[config.mk]
export PLATFORM = sky130hd
export DESIGN_NAME = dpi_pkt_sequencer
export DESIGN_NICKNAME = d
export VERILOG_FILES = /design/src/rtl/dpi_pkt_sequencer_pkg.sv /design/src/rtl/dpi_stream_table.sv /design/src/rtl/dpi_pkt_sequencer.sv
export SDC_FILE = /design/constraint.sdc
export NUM_CORES = 1
export LEC_CHECK = 0
export ABC_AREA = 0
export CAP_MARGIN = 20
export CORE_UTILIZATION = 65
export CTS_CLUSTER_DIAMETER = 120
export DETAILED_ROUTE_END_ITERATION = 8
export PLACE_DENSITY_LB_ADDON = 0.15
export SKIP_CTS_REPAIR_TIMING = 1
export SLEW_MARGIN = 20
export SYNTH_ARGS = -nofsm -noshare
export SYNTH_HDL_FRONTEND = slang
export SYNTH_SLANG_ARGS = --single-unit
[constraint.sdc]
create_clock -name clk -period 3.4 [get_ports clk]
set_clock_uncertainty 0.15 [all_clocks]
set_input_delay 0.68 -clock clk [delete_from_list [all_inputs] [get_ports clk]]
set_output_delay 0.68 -clock clk [all_outputs]
set_load 0.005 [all_outputs]
[src/rtl/dpi_pkt_sequencer_pkg.sv]
// dpi_pkt_sequencer_pkg: shared widths and FSM encoding for the DPI packet sequencer
package dpi_pkt_sequencer_pkg;
  localparam int STREAM_ID_W = 6;
  localparam int CHAR_W = 8;
  localparam int PKT_CNT_W = 16;
  localparam int NUM_STREAMS = 1 << STREAM_ID_W;
  localparam int CNT_W = 16;
  typedef enum logic [2:0] {
    S_IDLE,
    S_LOAD,
    S_GAP,
    S_STREAM,
    S_DRAIN,
    S_EOP
  } state_t;
endpackage

[src/rtl/dpi_stream_table.sv]
// dpi_stream_table: seen-stream bitmap and per-stream enable RAM with registered lookup
module dpi_stream_table
  import dpi_pkt_sequencer_pkg::*;
#(
  parameter int NUM_REGEX = 8
) (
  input  logic                   clk,
  input  logic                   rst,
  input  logic                   i_we,
  input  logic [STREAM_ID_W-1:0] i_waddr,
  input  logic [NUM_REGEX-1:0]   i_wdata,
  input  logic                   i_flush,
  input  logic                   i_set,
  input  logic [STREAM_ID_W-1:0] i_set_id,
  input  logic                   i_rd,
  input  logic [STREAM_ID_W-1:0] i_raddr,
  output logic                   o_new,
  output logic [NUM_REGEX-1:0]   o_enable
);
  logic [NUM_STREAMS-1:0] r_seen;
  logic [NUM_REGEX-1:0]   r_ram [NUM_STREAMS];
  logic                   r_new;
  logic [NUM_REGEX-1:0]   r_en;
  // flush clears first so a coincident set keeps its bit
  always_ff @(posedge clk)
    if (rst) r_seen <= '0;
    else r_seen <= (i_flush ? '0 : r_seen) | (i_set ? (NUM_STREAMS'(1) << i_set_id) : '0);
  always_ff @(posedge clk)
    if (rst) for (int k = 0; k < NUM_STREAMS; k++) r_ram[k] <= '0;
    else if (i_we) r_ram[i_waddr] <= i_wdata;
  always_ff @(posedge clk)
    if (rst) begin
      r_new <= 1'b0;
      r_en  <= '0;
    end else if (i_rd) begin
      r_new <= ~r_seen[i_raddr];
      r_en  <= r_ram[i_raddr];
    end
  assign o_new    = r_new;
  assign o_enable = r_en;
endmodule

[src/rtl/dpi_pkt_sequencer.sv]
// dpi_pkt_sequencer: paces packet bytes onto a bank of DPI matchers with restore/eop framing
module dpi_pkt_sequencer
  import dpi_pkt_sequencer_pkg::*;
#(
  parameter int NUM_REGEX = 8,
  parameter int LOAD_GAP  = 2,
  parameter int DRAIN_CYC = 3
) (
  input  logic                   clk,
  input  logic                   rst,
  input  logic [CHAR_W-1:0]      in_data,
  input  logic                   in_vld,
  input  logic                   in_sop,
  input  logic                   in_eop,
  input  logic [STREAM_ID_W-1:0] in_stream_id,
  output logic                   in_rdy,
  input  logic                   cfg_we,
  input  logic [STREAM_ID_W-1:0] cfg_stream_id,
  input  logic [NUM_REGEX-1:0]   cfg_enable,
  input  logic                   cfg_flush,
  output logic [CHAR_W-1:0]      char_in,
  output logic                   char_in_vld,
  output logic                   load_state,
  output logic                   eop,
  output logic [STREAM_ID_W-1:0] stream_id,
  output logic                   new_stream_id,
  output logic [NUM_REGEX-1:0]   enable,
  output logic [PKT_CNT_W-1:0]   pkt_count,
  output logic                   proto_err,
  output logic                   busy
);
  state_t                 r_state, w_next;
  logic [CNT_W-1:0]       r_cnt;
  logic [CHAR_W-1:0]      r_char;
  logic [STREAM_ID_W-1:0] r_sid;
  logic [PKT_CNT_W-1:0]   r_pkt;
  logic                   r_vld, r_load, r_eop, r_perr, r_busy;
  logic                   w_latch, w_orphan, w_hs, w_load_nxt, w_eop_nxt, w_busy_nxt;
  assign w_latch  = (r_state == S_IDLE) & in_vld & in_sop;
  assign w_orphan = (r_state == S_IDLE) & in_vld & ~in_sop;
  assign w_hs     = (r_state == S_STREAM) & in_vld & ~rst;
  assign in_rdy   = ~rst & ((r_state == S_STREAM) | w_orphan);
  always_ff @(posedge clk)
    if (rst) r_state <= S_IDLE;
    else r_state <= w_next;
  always_comb begin
    w_next = r_state;
    case (r_state)
      S_IDLE:   if (w_latch) w_next = S_LOAD;
      S_LOAD:   w_next = (LOAD_GAP > 2) ? S_GAP : S_STREAM;
      S_GAP:    if (r_cnt == '0) w_next = S_STREAM;
      S_STREAM: if (w_hs & in_eop) w_next = S_DRAIN;
      S_DRAIN:  if (r_cnt == '0) w_next = S_EOP;
      S_EOP:    w_next = S_IDLE;
      default:  w_next = S_IDLE;
    endcase
  end
  always_comb begin
    w_load_nxt = w_next == S_LOAD;
    w_eop_nxt  = w_next == S_EOP;
    w_busy_nxt = w_next != S_IDLE;
  end
  // shared down-counter: GAP length, then drain length after the last byte
  always_ff @(posedge clk)
    if (rst) r_cnt <= '0;
    else if (w_next == S_GAP && r_state != S_GAP) r_cnt <= CNT_W'(LOAD_GAP - 3);
    else if (w_next == S_DRAIN && r_state != S_DRAIN) r_cnt <= CNT_W'(DRAIN_CYC);
    else if (r_cnt != '0) r_cnt <= r_cnt - 1'b1;
  always_ff @(posedge clk)
    if (rst) begin
      r_load <= 1'b0;
      r_eop  <= 1'b0;
      r_busy <= 1'b0;
      r_vld  <= 1'b0;
      r_char <= '0;
      r_perr <= 1'b0;
      r_sid  <= '0;
      r_pkt  <= '0;
    end else begin
      r_load <= w_load_nxt;
      r_eop  <= w_eop_nxt;
      r_busy <= w_busy_nxt;
      r_vld  <= w_hs;
      r_char <= w_hs ? in_data : r_char;
      r_perr <= w_orphan;
      r_sid  <= w_latch ? in_stream_id : r_sid;
      r_pkt  <= r_pkt + PKT_CNT_W'(r_state == S_EOP);
    end
  dpi_stream_table #(.NUM_REGEX(NUM_REGEX)) u_table (
    .clk      (clk),
    .rst      (rst),
    .i_we     (cfg_we),
    .i_waddr  (cfg_stream_id),
    .i_wdata  (cfg_enable),
    .i_flush  (cfg_flush),
    .i_set    (r_state == S_LOAD),
    .i_set_id (r_sid),
    .i_rd     (w_latch),
    .i_raddr  (in_stream_id),
    .o_new    (new_stream_id),
    .o_enable (enable)
  );
  assign char_in     = r_char;
  assign char_in_vld = r_vld;
  assign load_state  = r_load;
  assign eop         = r_eop;
  assign stream_id   = r_sid;
  assign pkt_count   = r_pkt;
  assign proto_err   = r_perr;
  assign busy        = r_busy;
endmodule

==> results of run 1 <==
[metal layers]
layer,global-route usage,vias up,wire length [um]
li1,-,8405,-
met2,0.5113,837,34470
met4,0.1236,2,2591
met5,0,-,15
met3,0.06511,148,5964
met1,0.4241,9314,28550
[critical path, cell delays in order (launching register included)]
cell and delay, ns:
dfxtp_1 0.39, nor2_2 0.26, nand2_1 0.13, nor4_1 0.31
a31o_2 0.16, clkdlybuf4s50_1 0.51
[power by group]
| group | switching, mW | internal, mW |
|---|---|---|
| Clock | 3.01 | 4.31 |
| Sequential | 0.203 | 8.84 |
| Combinational | 0.964 | 0.606 |
[area by class of cell]
type / count / area, um2 / share of cell area
antenna: 1 / 2.502 / 0.00007555
clock buffer: 90 / 1898 / 0.05730
clock inverter: 32 / 282.8 / 0.008537
inverter: 3 / 11.26 / 0.0003400
multi-input combinational: 1500 / 10650 / 0.3215
sequential: 639 / 17920 / 0.5409
tap: 592 / 740.7 / 0.02236
timing repair buffer: 182 / 1620 / 0.04892
[worst max path at each step]
stage	end	startpoint	cells after the start
after floorplan	u_table.r_ram[15][0]$_SDFFCE_PN0P_	cfg_stream_id[3]	5
after global placement	in_rdy	in_vld	5
after detailed placement	u_table.r_ram[48][0]$_SDFFCE_PN0P_	cfg_we	6
after CTS	in_rdy	r_state[0]$_SDFF_PP0_	5
after global routing	in_rdy	r_state[0]$_SDFF_PP0_	5
final	in_rdy	r_state[0]$_SDFF_PP0_	5
[cells in the final DEF (no fill, tap or decap), drive strengths merged, types with 5 or more instances in the layout]
master and count:
or2 65, and4 18, o221ai 8, nor2 176
buf 115, or3 7, o21ai 12, a22oi 66
clkinv 25, clkbuf 90, clkdlybuf4s50 67, mux2i 138
mux4 76, nand2b 15, nand3 45, xor2 11
inv 5, nand2 79, bufinv 5, a21oi 115
xnor2 13, dfxtp 127, nor4 7, nor3b 5
edfxtp 512, nor3 12, nor2b 73, and2 513
nand3b 13
[kinds of logic (layout without fill, tap and decap cells)]
logic type,Yosys count,in the layout,share of synthesized area
and+or+nand+nor,1041,1041,0.2018
adders and majority gates,3,3,0.001281
DFF,639,639,0.6112
AOI/OAI and AO/OA,216,216,0.04567
xor gates and xnor gates,24,24,0.007171
buffers and inverters,163,307,0.02578
muxes,216,216,0.1071
other,0,1,0
[flip-flops by register name, indices dropped and copies added (netlist names), 3 cells and up]
register / cells
u_table.o_enable: 8
pkt_count: 16
u_table.r_ram: 512
r_state: 3
r_cnt: 16
char_in: 8
stream_id: 6
u_table.r_seen: 64
[through the flow]
step / hold WS [ns] / std cells
6_report: 0.3285 / 3039
5_1_grt: 0.3533 / 3038
4_1_cts: 0.3306 / 3037
3_5_place_dp: 0.3203 / 2915
3_3_place_gp: 0.3004 / 2915
2_1_floorplan: 0.2913 / 2302
==> impl_metrics.yaml, run 1 <==
placement:
  routabilityCongestion: 0.9742
  hpwl_um: 45470
  portBuffers: 79
  place_ws_ns: 0.3632
  postPlaceCellArea_um2: 30930
global_route:
  grt_usage: 0.3163
  overflow: 0
  grt_first_pass_wirelength_um: 108700
  grt_max_degree: 126
  antenna_found_initial: 2
  first_global_vias: 18290
synth:
  netlist.area_leader.share: 0.5245
  yosysMostFrequentCell: "and2_1"
  synth.avg_cell_area_um2: 12.73
  synth-async-reset-ratio: 0
  ys_types: 56
  ys_seq_elements: 639
  synth_top_area_cell: "edfxtp_1"
  yosysWarnings: 0
  synth-edff-count: 512
  synth_flop_cell: "edfxtp_1"
  syn_area_um2: 29310
  synth-seq-area-share: 0.6112
  synth_cells: 2302
  yosys-top-cells-area: "edfxtp_1 52%, and2_1 11%, dfxtp_1 8.7%, mux4_2 5.4%, mux2i_1 4.7%"
  synthesis.nets: 2340
  netlist_top_cells_count: "513 x and2_1, 512 x edfxtp_1, 173 x nor2_1"
setup_path:
  reg2reg_depth: 7
  crit_required_ns: 2.57
  crit_fanout: 8
  r2r-end: "pkt_count[15]$_SDFF_PP0_"
  cp.arrival_ns: 2.37
  regToRegStartpoint: "r_state[2]$_SDFF_PP0_"
  end_kind: "primary output"
  rrSetupSlack_ns: 0.78
  critical_path_class: "reg -> out"
  startpoint_type: "flip-flop"
timing:
  post-route-period-util: 0.9406
  setup-violations-final: 0
  finalCriticalPeriod_ns: 3.198
  slew_headroom: 0.4129
  layout_setup_ws_ns: 0.2021
  drv_slew: 0
  max_clock_freq_ghz: 0.3127
  rsz0062_at_grt: "false"
  hold_viol_final: 0
  worst_slew_pin_slew_ns: 0.8806
  fin_tns_setup_ns: 0
drt:
  drt_wl_total_um: 71590
  vias_per_cell: 6.155
  drc: 0
  drtIter0Drc: 2064
  first_pass_iters: 6
  routedWlPerCell_um: 23.56
  ant_nets: 0
  routed-via-count: 18710
clock_tree:
  cts_tree: "yes"
  clkSlewWorstSetupHoldPaths_ns: 0.06
  clk_latency_ns: 0.61
  clock-sinks: 639
  cts_inserted_buffers: 68
  cts_htree_levels: 3
  root_buffer: "clkbuf_16"
  clock_path_buffers: 3
power:
  power_mw: 17.92
  powerDensity_nw_per_um2: 541.0
  max-vdd-ir-drop_mv: 0.5288
  power_leakage_nw: 12.06
min_path:
  min_to: "char_in[0]$_SDFFE_PP0N_"
  min_path_type: "reg -> reg"
  holdCritStartpoint: "char_in[0]$_SDFFE_PP0N_"
  hold_path_depth: 2
die:
  core_um2: 44320
  io_pins: 80
  die_h_um: 214.4
  start_util: 0.6614
  core.rowCount: 77
  die_w_um: 214.4
  die-area_um2: 45950
finish:
  nFillCells: 2799
  fin_nets: 2432
  drive_gt1_frac: 0.1492
  final_util: 0.7474
  final_area_um2: 33120
  area_growth_pct: 13.00
flow_run:
  cap_violations: 0
status:
  run_status: "finished, final reports clean"
Power figures use the tool's default switching activity.
==> run 2: changes to the inputs <==
--- a/config.mk
+++ b/config.mk
@@ -12,7 +12,6 @@
 export DETAILED_ROUTE_END_ITERATION = 8
 export PLACE_DENSITY_LB_ADDON = 0.15
 export SKIP_CTS_REPAIR_TIMING = 1
-export SLEW_MARGIN = 20
 export SYNTH_ARGS = -nofsm -noshare
 export SYNTH_HDL_FRONTEND = slang
 export SYNTH_SLANG_ARGS = --single-unit
==> run 2 against run 1 <==
- sequential power is essentially flat
- clock power hardly changed
- global-route usage did not move
- worst hold slack gained 0.00083 ns
- die area stayed put
- combinational power about the same
- cell count about the same
- cell area barely moved
- core utilization grew 0.054 points
- via count is essentially flat
- critical path type unchanged
- largest cell class unchanged
==> impl_metrics.yaml, run 2 (synthesis results as in run 1) <==
timing:
  finalCriticalPeriod_ns: 3.195
  fin_tns_setup_ns: 0
  worst_slew_pin_slew_ns: 0.8691
  layout_setup_ws_ns: 0.2048
  hold_viol_final: 0
  rsz0062_at_grt: "false"
  drv_slew: 0
  setup-violations-final: 0
  max_clock_freq_ghz: 0.3130
  slew_headroom: 0.4206
  post-route-period-util: 0.9398
global_route:
  grt_max_degree: 126
  antenna_found_initial: 2
  overflow: 0
  grt_usage: 0.3163
  grt_first_pass_wirelength_um: 108700
  first_global_vias: 18290
power:
  powerDensity_nw_per_um2: 540.4
  power_mw: 17.91
  power_leakage_nw: 12.07
  max-vdd-ir-drop_mv: 0.5301
clock_tree:
  cts_inserted_buffers: 68
  clkSlewWorstSetupHoldPaths_ns: 0.06
  clock-sinks: 639
  root_buffer: "clkbuf_16"
  clock_path_buffers: 3
  cts_tree: "yes"
  clk_latency_ns: 0.61
  cts_htree_levels: 3
drt:
  ant_nets: 0
  routed-via-count: 18690
  drc: 0
  first_pass_iters: 5
  drt_wl_total_um: 71440
  vias_per_cell: 6.145
  drtIter0Drc: 2107
  routedWlPerCell_um: 23.49
setup_path:
  cp_cell_sequence: "nor2_2 -> nand2_1 -> nor4_1 -> a31o_2 -> clkdlybuf4s50_1"
  critPathSlowestCell: "clkdlybuf4s50_1"
  startpoint_type: "flip-flop"
  end_kind: "primary output"
  cp.arrival_ns: 2.37
  critical_path_class: "reg -> out"
  crit_required_ns: 2.57
  crit_fanout: 8
  crit_path_max_incr_delay_ns: 0.51
  cp-startpoint: "r_state[0]$_SDFF_PP0_"
  regToRegStartpoint: "r_state[2]$_SDFF_PP0_"
min_path:
  holdCritStartpoint: "char_in[0]$_SDFFE_PP0N_"
  min_path_type: "reg -> reg"
die:
  die_h_um: 214.4
  die-area_um2: 45950
  start_util: 0.6614
  die_w_um: 214.4
  io_pins: 80
  core_um2: 44320
  core.rowCount: 77
finish:
  drive_gt1_frac: 0.1496
  largestRegisters: "u_table.r_ram x512, u_table.r_seen x64"
  final_area_um2: 33150
  final_cell_mix: "513 x and2_1, 512 x edfxtp_1, 173 x nor2_1"
  top_register: "u_table.r_ram"
  area_growth_pct: 13.08
  largest_reg_flops: 512
  layout_commonest_cell: "and2_1"
  fin_nets: 2433
placement:
  routabilityCongestion: 0.9742
  postPlaceCellArea_um2: 30930
  hpwl_um: 45470
  portBuffers: 79
  place_ws_ns: 0.3632
flow_run:
  cap_violations: 0
status:
  run_status: "finished, final reports clean"
[run 2: path summary, 6_finish.rpt]
kind	slack, ns	to	cells past startpoint
min	0.33	char_in[0]$_SDFFE_PP0N_	2
min reg2reg	0.33	char_in[0]$_SDFFE_PP0N_	2
max reg2reg	0.78	pkt_count[15]$_SDFF_PP0_	7
max	0.20	in_rdy	5
[run 2: layer usage]
| layer | vias to the layer above | part of all wire | GRT usage |
|---|---|---|---|
| met4 | 2 | 0.036 | 0.1236 |
| met1 | 9249 | 0.39 | 0.4241 |
| met2 | 876 | 0.48 | 0.5113 |
| met3 | 151 | 0.088 | 0.06511 |
| met5 | - | 0.00021 | 0 |
| li1 | 8410 | - | - |
[run 2: area by class of cell]
type	count	area [um2]
diodes	2	5.005
repair buffers	183	1642
inverters	3	11.26
well taps	592	740.7
multi-input cells	1500	10650
clock inverters	32	282.8
fillers	2798	11170
flip-flops and latches	639	17920
clock buffers	90	1898
[run 2: where the power goes]
group / switching, mW / total, mW / internal (mW) / leakage (nW)
Clock: 3.00 / 7.30 / 4.31 / 1.08
Combinational: 0.964 / 1.57 / 0.608 / 5.09
Sequential: 0.202 / 9.04 / 8.84 / 5.89
Total: 4.16 / 17.9 / 13.7 / 12.1
[run 2: metrics by stage]
step	util	instances	hold WS [ns]
2_1_floorplan	-	2302	0.2913
3_3_place_gp	0.6979	2915	0.3004
3_5_place_dp	0.6979	2915	0.3203
4_1_cts	0.7471	3037	0.3306
5_1_grt	0.7478	3039	0.3533
6_report	0.7479	3041	0.3293
[run 2: worst max-delay path, delay by kind of cell, from the launching register on]
family	cells	cell delay (ns)
flip-flops	1	0.39
buffers and inverters	1	0.51
AO/OA/AOI/OAI	1	0.16
AND/OR/NAND/NOR	3	0.70
